### src/rtl/bb_pkg.sv
// Shared BCD types and helpers for the breakout-board counter and its debouncer.
package bb_pkg;

  localparam int unsigned BCD_W = 4;

  typedef logic [BCD_W-1:0] bcd_t;

  localparam bcd_t BCD_MAX = 4'd9;

  typedef struct packed {
    logic carry;
    bcd_t digit;
  } bcd_step_t;

  typedef enum logic {
    DB_RELEASED,
    DB_PRESSED
  } deb_state_t;

  // One BCD digit stepped up or down; carry doubles as borrow when counting down.
  function automatic bcd_step_t bcd_step(input bcd_t d, input logic down, input logic en);
    bcd_step_t r;
    r.carry = 1'b0;
    r.digit = d;
    if (en) begin
      if (down) begin
        if (d == '0) begin
          r.carry = 1'b1;
          r.digit = BCD_MAX;
        end else begin
          r.digit = d - 1'b1;
        end
      end else begin
        if (d >= BCD_MAX) begin
          r.carry = 1'b1;
          r.digit = '0;
        end else begin
          r.digit = d + 1'b1;
        end
      end
    end
    return r;
  endfunction

  function automatic bcd_t bcd_sanitize(input bcd_t n);
    return (n > BCD_MAX) ? '0 : n;
  endfunction

endpackage

### src/rtl/bb_debounce.sv
// Pushbutton synchroniser and debouncer; emits a one-clk pulse on an accepted press.
module bb_debounce
  import bb_pkg::*;
#(
  parameter int unsigned DEBOUNCE_CLKS = 16
) (
  input  logic clk,
  input  logic rst,
  input  logic raw_n,
  output logic pressed,
  output logic level
);

  localparam int unsigned CW = $clog2(DEBOUNCE_CLKS);
  localparam logic [CW-1:0] CNT_LAST = CW'(DEBOUNCE_CLKS - 1);

  logic           sync1_q, sync2_q;
  deb_state_t     state_q, state_d;
  logic [CW-1:0]  cnt_q, cnt_d;
  logic           acc_level;
  logic           differ;
  logic           accept;

  always_ff @(posedge clk or posedge rst) begin
    if (rst) begin
      sync1_q <= 1'b1;
      sync2_q <= 1'b1;
      state_q <= DB_RELEASED;
      cnt_q   <= '0;
    end else begin
      sync1_q <= raw_n;
      sync2_q <= sync1_q;
      state_q <= state_d;
      cnt_q   <= cnt_d;
    end
  end

  // Accepted level is encoded in the state: released means btn_n is high.
  always_comb begin
    acc_level = (state_q == DB_RELEASED);
    differ    = (sync2_q != acc_level);
    accept    = differ && (cnt_q == CNT_LAST);
  end

  always_comb begin
    state_d = state_q;
    if (accept) begin
      state_d = (state_q == DB_RELEASED) ? DB_PRESSED : DB_RELEASED;
    end
  end

  always_comb begin
    cnt_d = '0;
    if (differ && !accept) begin
      cnt_d = cnt_q + 1'b1;
    end
  end

  always_comb begin
    pressed = accept && (state_q == DB_RELEASED);
    level   = acc_level;
  end

endmodule

### src/rtl/bb_bcd3_counter.sv
// Three-digit BCD up/down counter with prescaler, parallel load, run/pause button
// and display helper flags for the LCD digit decoders.
module bb_bcd3_counter
  import bb_pkg::*;
#(
  parameter int unsigned PRESCALE      = 2048,
  parameter int unsigned DEBOUNCE_CLKS = 16
) (
  input  logic             clk,
  input  logic             rst,
  input  logic             dir,
  input  logic             load,
  input  logic [11:0]      load_val,
  input  logic             btn_n,
  output logic [BCD_W-1:0] dig0,
  output logic [BCD_W-1:0] dig1,
  output logic [BCD_W-1:0] dig2,
  output logic             wrap,
  output logic             blank2,
  output logic             blank1,
  output logic             running
);

  localparam int unsigned PW = (PRESCALE > 1) ? $clog2(PRESCALE) : 1;
  localparam logic [PW-1:0] PRESC_LAST = PW'(PRESCALE - 1);

  bcd_t          dig0_q, dig0_d;
  bcd_t          dig1_q, dig1_d;
  bcd_t          dig2_q, dig2_d;
  logic [PW-1:0] presc_q, presc_d;
  logic          wrap_q, wrap_d;
  logic          running_q, running_d;
  logic          step_due;
  logic          btn_pressed;
  logic          unused_btn_level;
  bcd_step_t     s0, s1, s2;

  bb_debounce #(
    .DEBOUNCE_CLKS(DEBOUNCE_CLKS)
  ) u_debounce (
    .clk    (clk),
    .rst    (rst),
    .raw_n  (btn_n),
    .pressed(btn_pressed),
    .level  (unused_btn_level)
  );

  always_ff @(posedge clk or posedge rst) begin
    if (rst) begin
      dig0_q    <= '0;
      dig1_q    <= '0;
      dig2_q    <= '0;
      presc_q   <= '0;
      wrap_q    <= 1'b0;
      running_q <= 1'b1;
    end else begin
      dig0_q    <= dig0_d;
      dig1_q    <= dig1_d;
      dig2_q    <= dig2_d;
      presc_q   <= presc_d;
      wrap_q    <= wrap_d;
      running_q <= running_d;
    end
  end

  // Step decision uses running_q, so a press landing on a step edge does not cancel it.
  always_comb begin
    step_due = running_q && (presc_q == PRESC_LAST);
    s0 = bcd_step(dig0_q, dir, 1'b1);
    s1 = bcd_step(dig1_q, dir, s0.carry);
    s2 = bcd_step(dig2_q, dir, s1.carry);
  end

  always_comb begin
    dig0_d    = dig0_q;
    dig1_d    = dig1_q;
    dig2_d    = dig2_q;
    presc_d   = presc_q;
    wrap_d    = 1'b0;
    running_d = running_q ^ btn_pressed;
    if (load) begin
      dig0_d  = bcd_sanitize(load_val[3:0]);
      dig1_d  = bcd_sanitize(load_val[7:4]);
      dig2_d  = bcd_sanitize(load_val[11:8]);
      presc_d = '0;
    end else if (running_q) begin
      if (step_due) begin
        presc_d = '0;
        dig0_d  = s0.digit;
        dig1_d  = s1.digit;
        dig2_d  = s2.digit;
        wrap_d  = s2.carry;
      end else begin
        presc_d = presc_q + 1'b1;
      end
    end
  end

  always_comb begin
    dig0    = dig0_q;
    dig1    = dig1_q;
    dig2    = dig2_q;
    wrap    = wrap_q;
    running = running_q;
    blank2  = (dig2_q == '0);
    blank1  = (dig2_q == '0) && (dig1_q == '0);
  end

endmodule

### config.mk
export PLATFORM = sky130hd
export DESIGN_NAME = bb_bcd3_counter
export DESIGN_NICKNAME = d
export VERILOG_FILES = /design/src/rtl/bb_pkg.sv /design/src/rtl/bb_debounce.sv /design/src/rtl/bb_bcd3_counter.sv
export SDC_FILE = /design/constraint.sdc
export NUM_CORES = 1
export LEC_CHECK = 0
export CORE_MARGIN = 10
export CORE_UTILIZATION = 40
export CTS_BUF_LIST = sky130_fd_sc_hd__clkbuf_16
export CTS_CLUSTER_SIZE = 25
export DETAILED_ROUTE_END_ITERATION = 7
export PLACE_DENSITY_LB_ADDON = 0.08
export SLEW_MARGIN = 20
export SYNTH_ARGS = -nofsm -noshare
export SYNTH_HDL_FRONTEND = slang
export SYNTH_SLANG_ARGS = --single-unit
### constraint.sdc
create_clock -name clk -period 3.7 [get_ports clk]
set_input_delay 0.74 -clock clk [delete_from_list [all_inputs] [get_ports clk]]
set_output_delay 0.74 -clock clk [all_outputs]
set_load 0.02 [all_outputs]
**After elaboration in Yosys (flattened, before gate mapping)**

Cells that the tools add are included.

- Register bits after elaboration: 32
- Input bits: 17
- Logic and storage cells: 82

- Add/sub/neg operators: 8
- Order comparisons: 6
- Equal/unequal tests: 3
- Mux-type cells: 37
- Bitwise logic cells: 2
- Reduce and logical (&&, ||, !) cells: 16

Operators by type and width:

| operator | number |
|---|---|
| 4-bit 2-to-1 mux | 19 |
| 11-bit 2-to-1 mux | 3 |
| 5-bit 2-to-1 mux | 5 |
| 4-bit by 1-bit adder with 4-bit output, second input constant | 4 |
| 4-bit greater-or-equal comparator, second input constant | 3 |
| 4-bit greater-than comparator, second input constant | 3 |
| 4-bit logical NOT | 3 |
| 4-bit by 1-bit subtractor with 4-bit output, second input constant | 3 |
| 11-bit by 1-bit adder with 11-bit output, second input constant | 1 |
| 11-bit equality test, second input constant | 1 |
| 1-bit 2-to-1 mux | 10 |
| 2-bit nonzero test | 4 |
| 3-bit AND reduction | 2 |
| 1-bit logical AND | 5 |
| 4-bit equality test, second input constant | 1 |
| 2-bit AND reduction | 1 |
| 1-bit logical NOT | 1 |
| 1-bit != test | 1 |
| 1-bit inverter | 1 |
| 1-bit XOR | 1 |

**Longest topological paths before layout**

- Depth in word-level cells: 8
- Gate-level depth with buffers: 7
- Gate-level depth less buffers: 7

**Modules after synthesis**

From an unflattened synthesis, not the netlist that was laid out.

- Cells, all modules: 246
- Area, all modules: 2213.4 µm²

By module, submodules not included:

| module | times used | cells an instance | area an instance (µm²) | seq. area each (µm²) |
|---|---|---|---|---|
| bb_bcd3_counter | 1 | 222 | 1933.1 | 626.9 |
| bb_debounce | 1 | 24 | 280.3 | 177.7 |

**Worst setup path before layout**

No wires, ideal clock.

- Path type: register -> output
- Start: register dig2_q[0] (netlist: dig2[0])
- End: output blank1
- Data arrival time: 1.733 ns
- Data required time: 2.960 ns
- Slack: 1.227 ns
- Stages on the path, launching flop included: 6
- Path buffers: 0
- Cell sequence: dfrtp_1 -> inv_1 -> ha_1 -> or3b_2 -> inv_1 -> and2_1

- Longest elaborated chain between the ends: 2

Ends and longest elaborated chain:

| element | RTL line | source |
|---|---|---|
| start: declaration | bb_bcd3_counter.sv:29 | `bcd_t dig2_q, dig2_d;` |
| start signal: assignment | bb_bcd3_counter.sv:59 | `dig2_q <= dig2_d;` |
| 4-bit logical NOT | - |  |
| via blank2 | bb_bcd3_counter.sv:19 | `output logic blank2,` |
| 1-bit logical AND | bb_bcd3_counter.sv:106 | `blank1 = (dig2_q == '0) && (dig1_q == '0);` |
| end: declaration | bb_bcd3_counter.sv:20 | `output logic blank1,` |

The timed path passes the listed nets, and every way through them passes these cells.

**Worst setup path in the final report**

- Start: register dig2_q[0] (netlist: dig2[0])
- End: output blank1

- Longest elaborated chain between the ends: 2

Ends and longest elaborated chain:

| element | RTL line |
|---|---|
| 4-bit logical NOT | bb_bcd3_counter.sv:106 |
| 1-bit logical AND | bb_bcd3_counter.sv:106 |

No other way between the ends.

==> summary.txt <==
htree depth - 2
Vias - 1,856
DR iter-0 viols - 83
largest net degree at the start of global routing - 33
gpl congestion - 0.860
switch share - 26.9%
Place WS - 0.813 ns
top_reg_cell synth - dfrtp_1
Max Slew Vio Count - 0
Finished Layout Cells - 356
clock power share - 38.6%
top layer in use - met4
number of flops mapped to enable cells by yosys - 0
initial antenna violation count - 0
area delta synth->final - 23.1%
critical path class - register to primary output
PwrDens - 351 nW/um2
Slew @ Worst Pin - 0.875 ns
Final setup violation count - 0
Worst Setup End Kind - primary output
FP Rows - 27
status - finished clean
grt ovf - 0
Worst-path clk slew - 0.05 ns
Seq/Total Area, Yosys - 36.1%
IO Port Bufs - 32
CP max stage cell - clkdlybuf4s50_1
Data arrival, critical path - 2.40 ns
clk_lat worst skew - 0.27 ns
CP max FO - 9
drt total wl - 4.96 mm
Synth area leader - dfrtp_1
register area - 805 um2
worst-case clock skew - 0.00581 ns
Tot Pwr - 963 uW
M1 wire length - 2.41 mm
HP Class - register to register
placed cell count - 348
GRT Total Usage - 11.4%
HPWL after detailed placement - 3.74 mm
DRC - 0
core area - 5470 um2
fmax - 0.319 GHz
CP peak stage delay - 0.60 ns
final hold viol count - 0
count of cell types in the netlist - 54
Synth area leaders - dfrtp_1 (33%), ha_1 (7.9%), o21ai_0 (4.3%)
CP delay by family, top - buffers and inverters
met2 wire len - 2.35 mm
multi-input logic area - 1300 um2
Hold-fix buffers, CTS - 0
RSZ-0062 raised after global routing - no
Root Buffer - clkbuf_16
setup bufs post-CTS - 0
Num CTS Buffers - 5
final worst setup slack - 0.561 ns
Netlist Area Pre-Place - 2230 um2
Synthesis Warnings - 0
Synth top area share - 32.5%
sequential share of power - 40.7%
syn nets - 284
first-pass GRT wire length - 8.42 mm
share of the cycle needed by the critical path after routing - 84.8%
layout cells sized above 1 - 9.15%
Post-Synthesis Cells - 253
syn_area_per_cell - 8.82 um2
die height - 94.7 um
WL/cell - 13.9 um
asr flop ratio synth - 100%
fill count - 546
die width - 94.7 um
IR drop worst, VDD - 238 uV
Crit path required time - 2.96 ns
clock sink count - 32
Crit path top cell by count - inv_1
die area - 8960 um2
NumNets Final - 314
Max Root-Sink Buffers - 2
DR vias/cell - 5.21
number of diodes - 0
met3 routed WL - 164 um
CP Buf/Inv Count - 3
Slew HR - 41.0%
IO Pins - 33
Pleak - 1.11 nW
Max-Cap Viols - 0
number of nets with antenna violations after routing - 0
CTS tree - built
Yosys reg bits - 32
crit-path cells - inv_1 -> ha_1 -> or3b_2 -> inv_1 -> and2_1 -> clkdlybuf4s50_1
Net Switching - 259 uW
P_int - 704 uW
Sum Neg Setup Slack - 0 ns
vias in the first global route - 1,781
post-CTS sizing - 0
final worst path period need - 3.14 ns
DRT Pass-1 Iters - 4
combinational share of power - 20.8%
critical path launch point type - register
Core Util, Final - 50.2%
Initial Utilization - 40.8%
## registers in the layout, indices dropped and copies added (netlist names)
name / count
u_debounce.state_q: 1
u_debounce.sync2_q: 1
wrap: 1
presc_q: 11
dig2: 4
u_debounce.sync1_q: 1
dig1: 4
dig0: 4
u_debounce.cnt_q: 4
running: 1
## metrics by stage
step / cell area [um2] / hold WS [ns]
after floorplan: 2230 / 0.345
after global placement: 2610 / 0.346
after detailed placement: 2610 / 0.347
after CTS: 2750 / 0.354
after global routing: 2750 / 0.356
final: 2750 / 0.353
## per-layer routing
layer | up-vias | global-route usage, %
li1 | 967 | -
met1 | 865 | 14.3
met2 | 20 | 19.1
met3 | 4 | 2.70
met4 | 0 | 3.37
met5 | - | 0
## final timing paths
check,from,endpoint,slack [ns],cells past startpoint
worst max-delay path,dig2[0],blank1,0.56,6
worst min-delay path,u_debounce.sync1_q,u_debounce.sync2_q,0.35,0
worst max register to register,dig1[0],dig2[1],1.42,7
worst min register to register,u_debounce.sync1_q,u_debounce.sync2_q,0.35,0
max in group asynchronous,rst,u_debounce.sync2_q,2.51,3
min in group asynchronous,rst,u_debounce.cnt_q[3],0.85,3
## worst register-to-register path: stages (launching register included)
cell      delay (ns)
dfrtp_1         0.47
inv_1           0.14
ha_1            0.21
nor3b_1         0.38
nand2_1         0.20
a211oi_4        0.44
mux2i_1         0.24
o22ai_1         0.10
## power by group through the flow
stage / registers [mW] / clock network (mW) / logic (mW)
after floorplan: 0.399 / 0 / 0.123
after global placement: 0.397 / 0 / 0.203
after detailed placement: 0.397 / 0 / 0.201
after CTS: 0.392 / 0.386 / 0.202
after global routing: 0.395 / 0.406 / 0.221
final: 0.392 / 0.371 / 0.200
## placed cells by master (no fill, tap or decap), types with 6 or more instances in the layout
cell type,netlist,routed
nor3_1,7,7
a21oi_1,6,6
ha_1,14,14
nor2_1,20,20
o22ai_1,9,9
nand3_1,13,13
nand2_1,22,22
clkdlybuf4s50_1,0,32
o21ai_0,19,19
dfrtp_1,29,29
xnor2_1,7,7
inv_1,18,20
## final cells by class
class	instances	share of cell area (%)
sequential	32	29.3
tap	72	3.28
multi-input combinational	191	47.5
timing repair buffer	35	12.5
clock buffer	5	4.56
inverter	18	2.46
clock inverter	3	0.456
## logic make-up after synthesis
kind of cell | Yosys count | share of synthesized area, %
simple gates | 92 | 21.5
fa+ha+maj | 14 | 7.85
buf+inv | 30 | 5.50
flops | 32 | 36.1
mux | 5 | 2.86
xor+xnor | 12 | 4.71
compound gates | 68 | 21.5
## synthesized netlist by cell type (5+ instances only)
cell      count
nor3_1        7
o21ai_0      19
nor2_1       20
nand3_1      13
nor3b_1       5
dfrtp_1      29
nand2_1      22
clkbuf_1      8
nand2b_1      5
a21oi_1       6
xor2_1        5
ha_1         14
o22ai_1       9
o31ai_1       5
inv_1        18
xnor2_1       7
No activity file was read; power rests on OpenSTA's default activity.
